--- config.mk ---
export PLATFORM = sky130hd
export DESIGN_NAME = mem_line_arbiter
export DESIGN_NICKNAME = d
export VERILOG_FILES = /design/src/rtl/mem_line_arbiter.sv
export SDC_FILE = /design/constraint.sdc
export NUM_CORES = 1
export LEC_CHECK = 0
export BUFFER_PORTS_ARGS = -buffer_cell sky130_fd_sc_hd__buf_2
export CORE_AREA = 2 2 288 290
export DETAILED_ROUTE_END_ITERATION = 10
export DIE_AREA = 0 0 290 292
export SYNTH_ARGS = -nofsm -noshare
export SYNTH_HDL_FRONTEND = slang
export SYNTH_SLANG_ARGS = --single-unit
--- constraint.sdc ---
create_clock -name clk -period 2.6 [get_ports clk]
set_input_delay 0.78 -clock clk [delete_from_list [all_inputs] [get_ports clk]]
set_output_delay 0.78 -clock clk [all_outputs]
set_load 0.01 [all_outputs]
--- src/rtl/mem_line_arbiter.sv ---
// mem_line_arbiter: shares one slow line-memory port among N_CH cache channels, one transaction at a time.
// Round-robin by default; define ARB_FIXED_PRIO_EN for fixed priority (lowest index wins).
module mem_line_arbiter #(
  parameter int N_CH   = 2,
  parameter int ADDR_W = 28,
  parameter int LINE_W = 128
) (
  input  logic                     clk,
  input  logic                     proc_reset,
  input  logic [N_CH-1:0]          ch_read,
  input  logic [N_CH-1:0]          ch_write,
  input  logic [N_CH*ADDR_W-1:0]   ch_addr,
  input  logic [N_CH*LINE_W-1:0]   ch_wdata,
  output logic [LINE_W-1:0]        ch_rdata,
  output logic [N_CH-1:0]          ch_ready,
  output logic                     mem_read,
  output logic                     mem_write,
  output logic [ADDR_W-1:0]        mem_addr,
  output logic [LINE_W-1:0]        mem_wdata,
  input  logic [LINE_W-1:0]        mem_rdata,
  input  logic                     mem_ready
);
  localparam int GW = (N_CH > 1) ? $clog2(N_CH) : 1;
  typedef enum logic [1:0] {IDLE, ISSUE, RESP} state_t;
  state_t              r_state, w_state;
  logic [GW-1:0]       r_grant, w_grant, r_rr, w_rr, w_win;
  logic                w_found;
  logic [N_CH-1:0]     w_req, r_ch_ready, w_ch_ready;
  logic                r_mem_read, w_mem_read, r_mem_write, w_mem_write;
  logic [ADDR_W-1:0]   r_mem_addr, w_mem_addr;
  logic [LINE_W-1:0]   r_mem_wdata, w_mem_wdata, r_ch_rdata, w_ch_rdata;
  assign w_req = ch_read | ch_write;
  // Scan from farthest to nearest candidate so the nearest requester is the last one written.
  always_comb begin
    w_win   = '0;
    w_found = 1'b0;
`ifdef ARB_FIXED_PRIO_EN
    for (int i = N_CH - 1; i >= 0; i--)
      if (w_req[i]) begin
        w_win   = GW'(i);
        w_found = 1'b1;
      end
`else
    for (int k = N_CH; k >= 1; k--)
      if (w_req[GW'((int'(r_rr) + k) % N_CH)]) begin
        w_win   = GW'((int'(r_rr) + k) % N_CH);
        w_found = 1'b1;
      end
`endif
  end
  always_comb begin
    w_state     = r_state;
    w_grant     = r_grant;
    w_rr        = r_rr;
    w_mem_read  = r_mem_read;
    w_mem_write = r_mem_write;
    w_mem_addr  = r_mem_addr;
    w_mem_wdata = r_mem_wdata;
    w_ch_rdata  = r_ch_rdata;
    w_ch_ready  = '0;
    case (r_state)
      IDLE: if (w_found) begin
        w_state     = ISSUE;
        w_grant     = w_win;
`ifndef ARB_FIXED_PRIO_EN
        w_rr        = w_win;
`endif
        w_mem_addr  = ch_addr[int'(w_win)*ADDR_W +: ADDR_W];
        w_mem_wdata = ch_wdata[int'(w_win)*LINE_W +: LINE_W];
        w_mem_write = ch_write[w_win];
        w_mem_read  = ch_read[w_win] & ~ch_write[w_win];
      end
      ISSUE: if (mem_ready) begin
        w_state             = RESP;
        w_ch_rdata          = mem_rdata;
        w_ch_ready[r_grant] = 1'b1;
        w_mem_read          = 1'b0;
        w_mem_write         = 1'b0;
      end
      default: w_state = IDLE;
    endcase
  end
  always_ff @(posedge clk) begin
    if (proc_reset) begin
      r_state     <= IDLE;
      r_grant     <= '0;
      r_rr        <= GW'(N_CH - 1);
      r_mem_read  <= 1'b0;
      r_mem_write <= 1'b0;
      r_mem_addr  <= '0;
      r_mem_wdata <= '0;
      r_ch_rdata  <= '0;
      r_ch_ready  <= '0;
    end else begin
      r_state     <= w_state;
      r_grant     <= w_grant;
      r_rr        <= w_rr;
      r_mem_read  <= w_mem_read;
      r_mem_write <= w_mem_write;
      r_mem_addr  <= w_mem_addr;
      r_mem_wdata <= w_mem_wdata;
      r_ch_rdata  <= w_ch_rdata;
      r_ch_ready  <= w_ch_ready;
    end
  end
  assign mem_read  = r_mem_read;
  assign mem_write = r_mem_write;
  assign mem_addr  = r_mem_addr;
  assign mem_wdata = r_mem_wdata;
  assign ch_rdata  = r_ch_rdata;
  assign ch_ready  = r_ch_ready;
endmodule
==> results of run 1 <==
-- flip-flops by register name, indices dropped and copies added (netlist names) --
| signal | count |
|---|---|
| mem_wdata | 128 |
| r_grant | 1 |
| mem_read | 1 |
| mem_addr | 28 |
| mem_write | 1 |
| ch_ready | 2 |
| ch_rdata | 128 |
| r_state | 2 |
| r_rr | 1 |
-- layout by cell type (no fill, tap or decap), types with 6 or more instances in the layout --
master,n
mux2i_1,156
dfxtp_1,291
buf_4,48
a211oi_1,156
clkbuf_8,11
nor2_1,158
clkinv_2,6
buf_12,13
clkbuf_16,35
nand2_1,258
a21oi_1,132
buf_2,733
-- logic make-up (layout without fill, tap and decap cells) --
kind of cell	Yosys count	count (layout)	synth area share, %
AND/OR/NAND/NOR	429	429	14.50
flip-flops	292	292	51.17
AO/OA/AOI/OAI	289	289	16.11
multiplexers	157	157	13.77
buffers and inverters	112	858	4.447
other	0	2	0
-- stage by stage --
step	area, µm²	setup WS (ns)	hold WS (ns)
after floorplan	11420	0.8703	0.4161
after global placement	16570	0.4915	0.4380
after detailed placement	16570	0.4435	0.4430
after CTS	17720	0.3404	0.4164
after global routing	17720	0.3597	0.4351
final	17720	0.4642	0.4486
-- where the power goes --
group          total [mW]  internal (mW)  switching, mW
logic                2.47           1.11           1.35
registers            5.09           4.88          0.215
clock network        4.88           2.90           1.98
total                12.4           8.89           3.55
-- worst reg2reg max path: cells and delay by family, from the launching register on --
kind,cells,cell delay [ns]
buf+inv,3,0.79
compound gates,1,0.23
simple gates,2,0.34
flops,1,0.30
-- layer usage --
| layer | up-vias | wire length (µm) | GRT usage [%] |
|---|---|---|---|
| met2 | 499 | 20840 | 17.05 |
| met3 | 77 | 3765 | 3.410 |
| met4 | 2 | 1555 | 3.760 |
| met1 | 5125 | 17150 | 10.69 |
| li1 | 5875 | - | - |
| met5 | - | 13 | 0 |
-- how the worst max path moves through the flow --
stage	from	to	slack [ns]
finish	ch_ready[1]	ch_ready[1]	0.46
global route	ch_ready[1]	ch_ready[1]	0.36
CTS	ch_ready[1]	ch_ready[1]	0.34
detailed placement	ch_write[0]	mem_wdata[20]	0.44
global placement	ch_write[0]	mem_wdata[32]	0.49
floorplan	ch_write[0]	mem_wdata[46]	0.87
-- area by class of cell --
type / instances / area [µm²]
Clock buffer: 51 / 1046
Multi-Input combinational cell: 875 / 5074
Fill cell: 9042 / 63860
Antenna cell: 2 / 5.005
Tap cell: 1070 / 1339
Clock inverter: 12 / 103.9
Sequential cell: 292 / 5849
Timing Repair Buffer: 795 / 4304
==> results.py, run 1 <==
metrics = {
    "cells_and_area": {
        "fin_cells": 3097,
        "fin_nets": 2446,
        "area_delta_synth_final_pct": 55.13,
        "layout-drive-gt1-share_pct": 42.37,
        "fin_util_pct": 21.72,
    },
    "logic_synthesis": {
        "synth_top_area_cell": "dfxtp_1",
        "ys_seq_area_share_pct": 51.17,
        "ys_ff_latch": 292,
        "syn_nets": 1726,
        "synth_top_flop_cell": "dfxtp_1",
        "syn_area_um2": 11420,
        "yosys-top-cells-area": "dfxtp_1 51%, mux2i_1 14%, a211oi_1 10%",
        "syn_inst": 1279,
        "ys_async_sr_fraction_pct": 0,
        "synth.most_common_cell": "dfxtp_1",
        "ys_types": 23,
        "synth_top_area_share_pct": 51.17,
        "synth_enable_flop_cells": 0,
        "ys.warnings.count": 0,
        "syn_avg_cell_area_um2": 8.932,
        "synth.top_cells.by_count": "292 x dfxtp_1, 258 x nand2_1, 158 x nor2_1",
    },
    "outcome": {
        "outcome": "completed",
    },
    "power": {
        "power_mw": 12.44,
        "p_per_area_nw_per_um2": 702.1,
        "leakagePower_nw": 8.702,
        "max-vdd-ir-drop_mv": 0.3334,
    },
    "drt": {
        "ant_nets": 0,
        "firstDrtPassIters": 5,
        "avgViaCountPerCell": 3.738,
        "via_count": 11580,
        "drc": 0,
        "drt-initial-drc-count": 352,
        "drt_wl_total_um": 43330,
        "wire_per_inst_um": 13.99,
    },
    "floorplan": {
        "num_rows": 105,
        "die_w_um": 290,
        "dieArea_um2": 84680,
        "io_pins": 735,
        "fp.dieH_um": 292,
        "start_util_pct": 14.00,
        "fp.coreArea_um2": 81580,
    },
    "setup_path": {
        "cp_max_fo": 1,
        "crit_path_cell_trace": "buf_2",
        "r2r_slack_ns": 0.83,
        "worst_ep_required_time_ns": 1.82,
        "cp_num_buf_inv": 1,
        "cpPeakStageDelay_ns": 0.57,
        "critPathKind": "reg -> out",
        "path_delay_family": "flip-flops",
        "end_kind": "output pin",
        "worst_setup_path_start_kind": "flop",
        "r2r_start": "r_state[1]",
        "crit_slowest_cell": "dfxtp_1",
        "r2r_cells": 6,
        "worst-path-stages": 1,
        "arrival_ns": 1.36,
        "reg2reg_to": "mem_wdata[68]",
    },
    "clock_network": {
        "clkLatencyLatePin_ns": 0.55,
        "cts.repair.resized": 0,
        "cts_root_buffer": "clkbuf_16",
        "clockBufferDepth": 3,
        "cts_sinks": 292,
        "cts_setup_buffers": 0,
        "htreeDepth": 2,
        "cts.clk_slew.worst_paths_ns": 0.06,
        "cts_buffers": 35,
        "cts-hold-fix-buffers": 0,
        "cts_tree": "yes",
    },
    "sta": {
        "worst_pin_slew_ns": 0.5040,
        "rsz0062_at_grt": "false",
        "setup_violations": 0,
        "clock-skew-final_ns": 0.02436,
        "tns_ns": 0,
        "period_share_pct": 82.15,
        "period_minus_slack_ns": 2.136,
        "slew_violations": 0,
        "max_freq_mhz": 468.2,
        "hold_viol": 0,
        "relSlewSlack_pct": 65.44,
    },
    "place": {
        "dp_hpwl_um": 34220,
        "gp_congestion": 0.8381,
        "dp_cells": 3032,
        "portBuffers": 734,
    },
    "hold_path": {
        "hold_path_depth": 2,
        "hold_class": "reg -> reg",
        "holdCritStartpoint": "ch_rdata[101]",
        "min_to": "ch_rdata[101]",
    },
    "global_routing": {
        "grt_pass1_wl_um": 64130,
        "grt_pass1_vias": 11150,
        "antenna_found_initial": 4,
        "grt_max_degree": 98,
        "track_usage_pct": 9.701,
        "grt-ovfl-total": 0,
    },
    "run": {
        "drv_cap": 0,
    },
}
Note: power is estimated with default switching activity, not from simulation.
==> inputs of run 2 (changes only) <==
Settings changed: CORE_AREA 2 2 288 290 to 2 2 290 292, DIE_AREA 0 0 290 292 to 0 0 292 294.
Clock period 2.6 ns to 1.75 ns, I/O delays scaled along.
==> results.py, run 2 (synthesis results as in run 1) <==
metrics = {
    "setup_path": {
        "crit_slowest_cell": "dfxtp_1",
        "arrival_ns": 1.15,
        "worst_ep_required_time_ns": 1.22,
        "worst_setup_path_start_kind": "flop",
        "crit_path_cell_trace": "buf_2",
        "cpPeakStageDelay_ns": 0.45,
        "path_delay_family": "flip-flops",
        "critPathKind": "reg -> out",
        "cp_max_fo": 2,
        "cp_num_buf_inv": 1,
        "end_kind": "output pin",
    },
    "drt": {
        "drt_wl_total_um": 46150,
        "firstDrtPassIters": 5,
        "drc": 0,
        "avgViaCountPerCell": 3.702,
        "wire_per_inst_um": 14.72,
        "ant_nets": 0,
        "via_count": 11610,
        "drt-initial-drc-count": 366,
    },
    "floorplan": {
        "num_rows": 106,
        "start_util_pct": 13.78,
        "io_pins": 735,
        "dieArea_um2": 85850,
        "die_w_um": 292,
        "fp.coreArea_um2": 82890,
        "fp.dieH_um": 294,
    },
    "clock_network": {
        "cts_buffers": 36,
        "cts_sinks": 292,
        "cts_tree": "yes",
        "htreeDepth": 2,
        "clkLatencyLatePin_ns": 0.53,
        "cts_root_buffer": "clkbuf_16",
        "clockBufferDepth": 3,
        "cts.clk_slew.worst_paths_ns": 0.06,
    },
    "place": {
        "dpl-instance-area_um2": 16770,
        "dp_hpwl_um": 36360,
        "pre_cts_slack_ns": -0.09913,
        "gp_congestion": 0.8713,
        "dp_cells": 3064,
        "portBuffers": 734,
    },
    "cells_and_area": {
        "final_common_cell": "buf_2",
        "layout_common_cells": "733 x buf_2, 289 x dfxtp_1, 258 x nand2_1",
        "final_design_area_no_fill_um2": 18000,
        "fin_util_pct": 21.71,
        "layout-drive-gt1-share_pct": 43.20,
        "fin_cells": 3136,
        "area_delta_synth_final_pct": 57.54,
        "fin_nets": 2472,
    },
    "sta": {
        "hold_ws_ns": 0.2129,
        "relSlewSlack_pct": 68.43,
        "tns_ns": 0,
        "setup_ws_ns": 0.07336,
        "setup_violations": 0,
        "worst_pin_slew_ns": 0.4604,
        "clock-skew-final_ns": 0.01102,
        "max_freq_mhz": 596.4,
        "slew_violations": 0,
        "period_minus_slack_ns": 1.677,
        "hold_viol": 0,
        "period_share_pct": 95.81,
    },
    "global_routing": {
        "grt_pass1_wl_um": 65810,
        "grt_pass1_vias": 10960,
        "track_usage_pct": 10.03,
        "grt_max_degree": 55,
        "antenna_found_initial": 6,
        "grt-ovfl-total": 0,
    },
    "power": {
        "power_mw": 18.71,
        "max-vdd-ir-drop_mv": 0.5150,
        "p_per_area_nw_per_um2": 1040,
        "leakagePower_nw": 8.848,
    },
    "hold_path": {
        "hold_class": "in -> reg",
    },
    "outcome": {
        "outcome": "completed",
    },
    "run": {
        "drv_cap": 0,
    },
}
## run 2: cell types whose count changed in the layout (fill, tap and decap cells not counted), moves of 2 or more
cell       previous run  this run
clkbuf_8             11         8
dfxtp_1             291       289
clkbuf_16            35        38
buf_12               13        15
diode_2               2         5
dfxtp_2               0         2
buf_4                48        70
## run 2: worst paths after layout
path                startpoint      endpoint  slack, ns  depth (start not counted)
hold reg to reg   ch_rdata[96]  ch_rdata[96]       0.45                          2
setup / recovery  ch_rdata[21]  ch_rdata[21]       0.07                          1
setup reg to reg    r_state[0]  mem_wdata[7]       0.12                          6
hold / removal      proc_reset  ch_rdata[19]       0.21                          2
## run 2: area by class of cell
class	instances	area [µm²]
antenna	5	12.51
timing repair buffer	820	4534
tap	1080	1351
sequential	292	5852
clock inverter	13	107.6
multi-input combinational	875	5080
fill	9167	64900
clock buffer	51	1059
## run 2: per-layer routing
layer	share of wire, %	track usage (%)	vias to the layer above
met4	3.6	4.249	0
met5	0	0	-
met3	7.7	2.757	60
met2	47	16.89	495
met1	41	11.95	5138
li1	-	-	5915
## run 2: what timing repair did
action                                  CTS  global route
hold buffers                              0             0
buffers inserted                          0             2
gates resized for setup                   1             2
pin swaps                                 0             1
endpoints found under the setup margin    1             5
cloned                                    0             1
## run 2: where the power goes
| part | total, mW | switching (mW) | internal [mW] |
|---|---|---|---|
| Combinational | 3.80 | 2.08 | 1.71 |
| Clock | 7.36 | 2.98 | 4.37 |
| Sequential | 7.56 | 0.311 | 7.25 |
| Total | 18.7 | 5.38 | 13.3 |
==> inputs of run 3 (changes only) <==
Settings changed: RECOVER_POWER set to 50.
==> results.py, run 3 (synthesis results as in run 1) <==
metrics = {
    "floorplan": {
        "num_rows": 106,
        "io_pins": 735,
        "fp.dieH_um": 294,
        "fp.coreArea_um2": 82890,
        "die_w_um": 292,
        "dieArea_um2": 85850,
        "start_util_pct": 13.78,
    },
    "sta": {
        "rsz0062_at_grt": "false",
        "worst_pin_slew_ns": 0.6154,
        "period_share_pct": 95.50,
        "period_minus_slack_ns": 1.671,
        "setup_violations": 0,
        "hold_ws_ns": 0.2127,
        "clock-skew-final_ns": 0.01089,
        "slew_violations": 0,
        "tns_ns": 0,
        "hold_viol": 0,
        "relSlewSlack_pct": 58.97,
        "max_freq_mhz": 598.4,
    },
    "setup_path": {
        "end_kind": "output pin",
        "critPathKind": "reg -> out",
        "crit_slowest_cell": "dfxtp_1",
        "arrival_ns": 1.15,
        "worst_setup_path_start_kind": "flop",
        "cp_max_fo": 2,
        "path_delay_family": "flip-flops",
        "cp_num_buf_inv": 1,
        "cpPeakStageDelay_ns": 0.44,
        "worst_ep_required_time_ns": 1.22,
        "r2r_slack_ns": 0.13,
        "crit_path_cell_trace": "buf_2",
    },
    "clock_network": {
        "cts_tree": "yes",
        "cts_buffers": 36,
        "cts_sinks": 292,
        "htreeDepth": 2,
        "cts_root_buffer": "clkbuf_16",
        "clkLatencyLatePin_ns": 0.53,
        "cts.clk_slew.worst_paths_ns": 0.06,
        "cts-hold-fix-buffers": 0,
        "clockBufferDepth": 3,
    },
    "drt": {
        "avgViaCountPerCell": 3.700,
        "wire_per_inst_um": 14.71,
        "wl_met1_um": 18810,
        "firstDrtPassIters": 4,
        "drt-initial-drc-count": 373,
        "drc": 0,
        "wl_met3_um": 3870,
        "wl_met2_um": 21870,
        "ant_nets": 0,
        "drt_wl_total_um": 46150,
        "via_count": 11610,
        "routed.top_layer": "met4",
    },
    "power": {
        "p_per_area_nw_per_um2": 1041,
        "leakagePower_nw": 8.830,
        "max-vdd-ir-drop_mv": 0.5183,
    },
    "cells_and_area": {
        "fin_nets": 2472,
        "layout-drive-gt1-share_pct": 43.00,
        "final_common_cell": "buf_2",
        "layout_common_cells": "733 x buf_2, 289 x dfxtp_1, 258 x nand2_1",
        "area_delta_synth_final_pct": 57.29,
    },
    "global_routing": {
        "antenna_found_initial": 6,
        "grt-ovfl-total": 0,
        "grt_pass1_vias": 10960,
        "track_usage_pct": 10.03,
        "grt_pass1_wl_um": 65810,
        "grt_max_degree": 55,
    },
    "place": {
        "dp_hpwl_um": 36360,
        "gp_congestion": 0.8713,
        "portBuffers": 734,
    },
    "outcome": {
        "outcome": "completed",
    },
    "run": {
        "drv_cap": 0,
    },
    "hold_path": {
        "hold_class": "in -> reg",
    },
}
-- run 3: per-layer routing --
| metal | vias to the layer above | global-route usage, % |
|---|---|---|
| met4 | 0 | 4.249 |
| met3 | 58 | 2.757 |
| met5 | - | 0 |
| met1 | 5129 | 11.95 |
| li1 | 5927 | - |
| met2 | 493 | 16.89 |
-- run 3: what timing repair did --
| item | CTS | global route |
|---|---|---|
| pin swaps | 0 | 1 |
| cloned | 0 | 1 |
| gates resized for setup | 1 | 2 |
| setup endpoints to repair | 1 | 5 |
| buffers inserted | 0 | 2 |
-- run 3: final cells by class --
| type | count | area, µm² |
|---|---|---|
| clock buffers | 51 | 1059 |
| multi-input cells | 875 | 5077 |
| diodes | 6 | 15.01 |
| flip-flops and latches | 292 | 5852 |
| well taps | 1080 | 1351 |
| fillers | 9177 | 64920 |
| repair buffers | 820 | 4507 |
| clock inverters | 13 | 107.6 |
-- run 3: per-stage QoR --
step	worst slack, ns	power (mW)	utilization, %	cell area (µm²)	instances
2_1_floorplan	0.2753	9.612	-	11420	1279
3_3_place_gp	-0.2060	11.48	20.23	16770	3064
3_5_place_dp	-0.09913	11.51	20.23	16770	3064
4_1_cts	0.007872	19.11	21.64	17940	3128
5_1_grt	0.00002043	19.74	21.67	17960	3134
6_report	0.07881	18.70	21.68	17970	3137
-- run 3: path summary, 6_finish.rpt --
path           startpoint      endpoint  depth (start not counted)
min reg2reg  ch_rdata[96]  ch_rdata[96]                          2
max reg2reg    r_state[0]  mem_wdata[7]                          6
max          ch_rdata[21]  ch_rdata[21]                          1
min            proc_reset  ch_rdata[19]                          2
-- run 3: power by group --
part / internal, mW / leakage [nW] / switching [mW]
combinational: 1.70 / 5.85 / 2.09
sequential: 7.25 / 2.40 / 0.310
clock: 4.37 / 0.580 / 2.98
total: 13.3 / 8.83 / 5.38
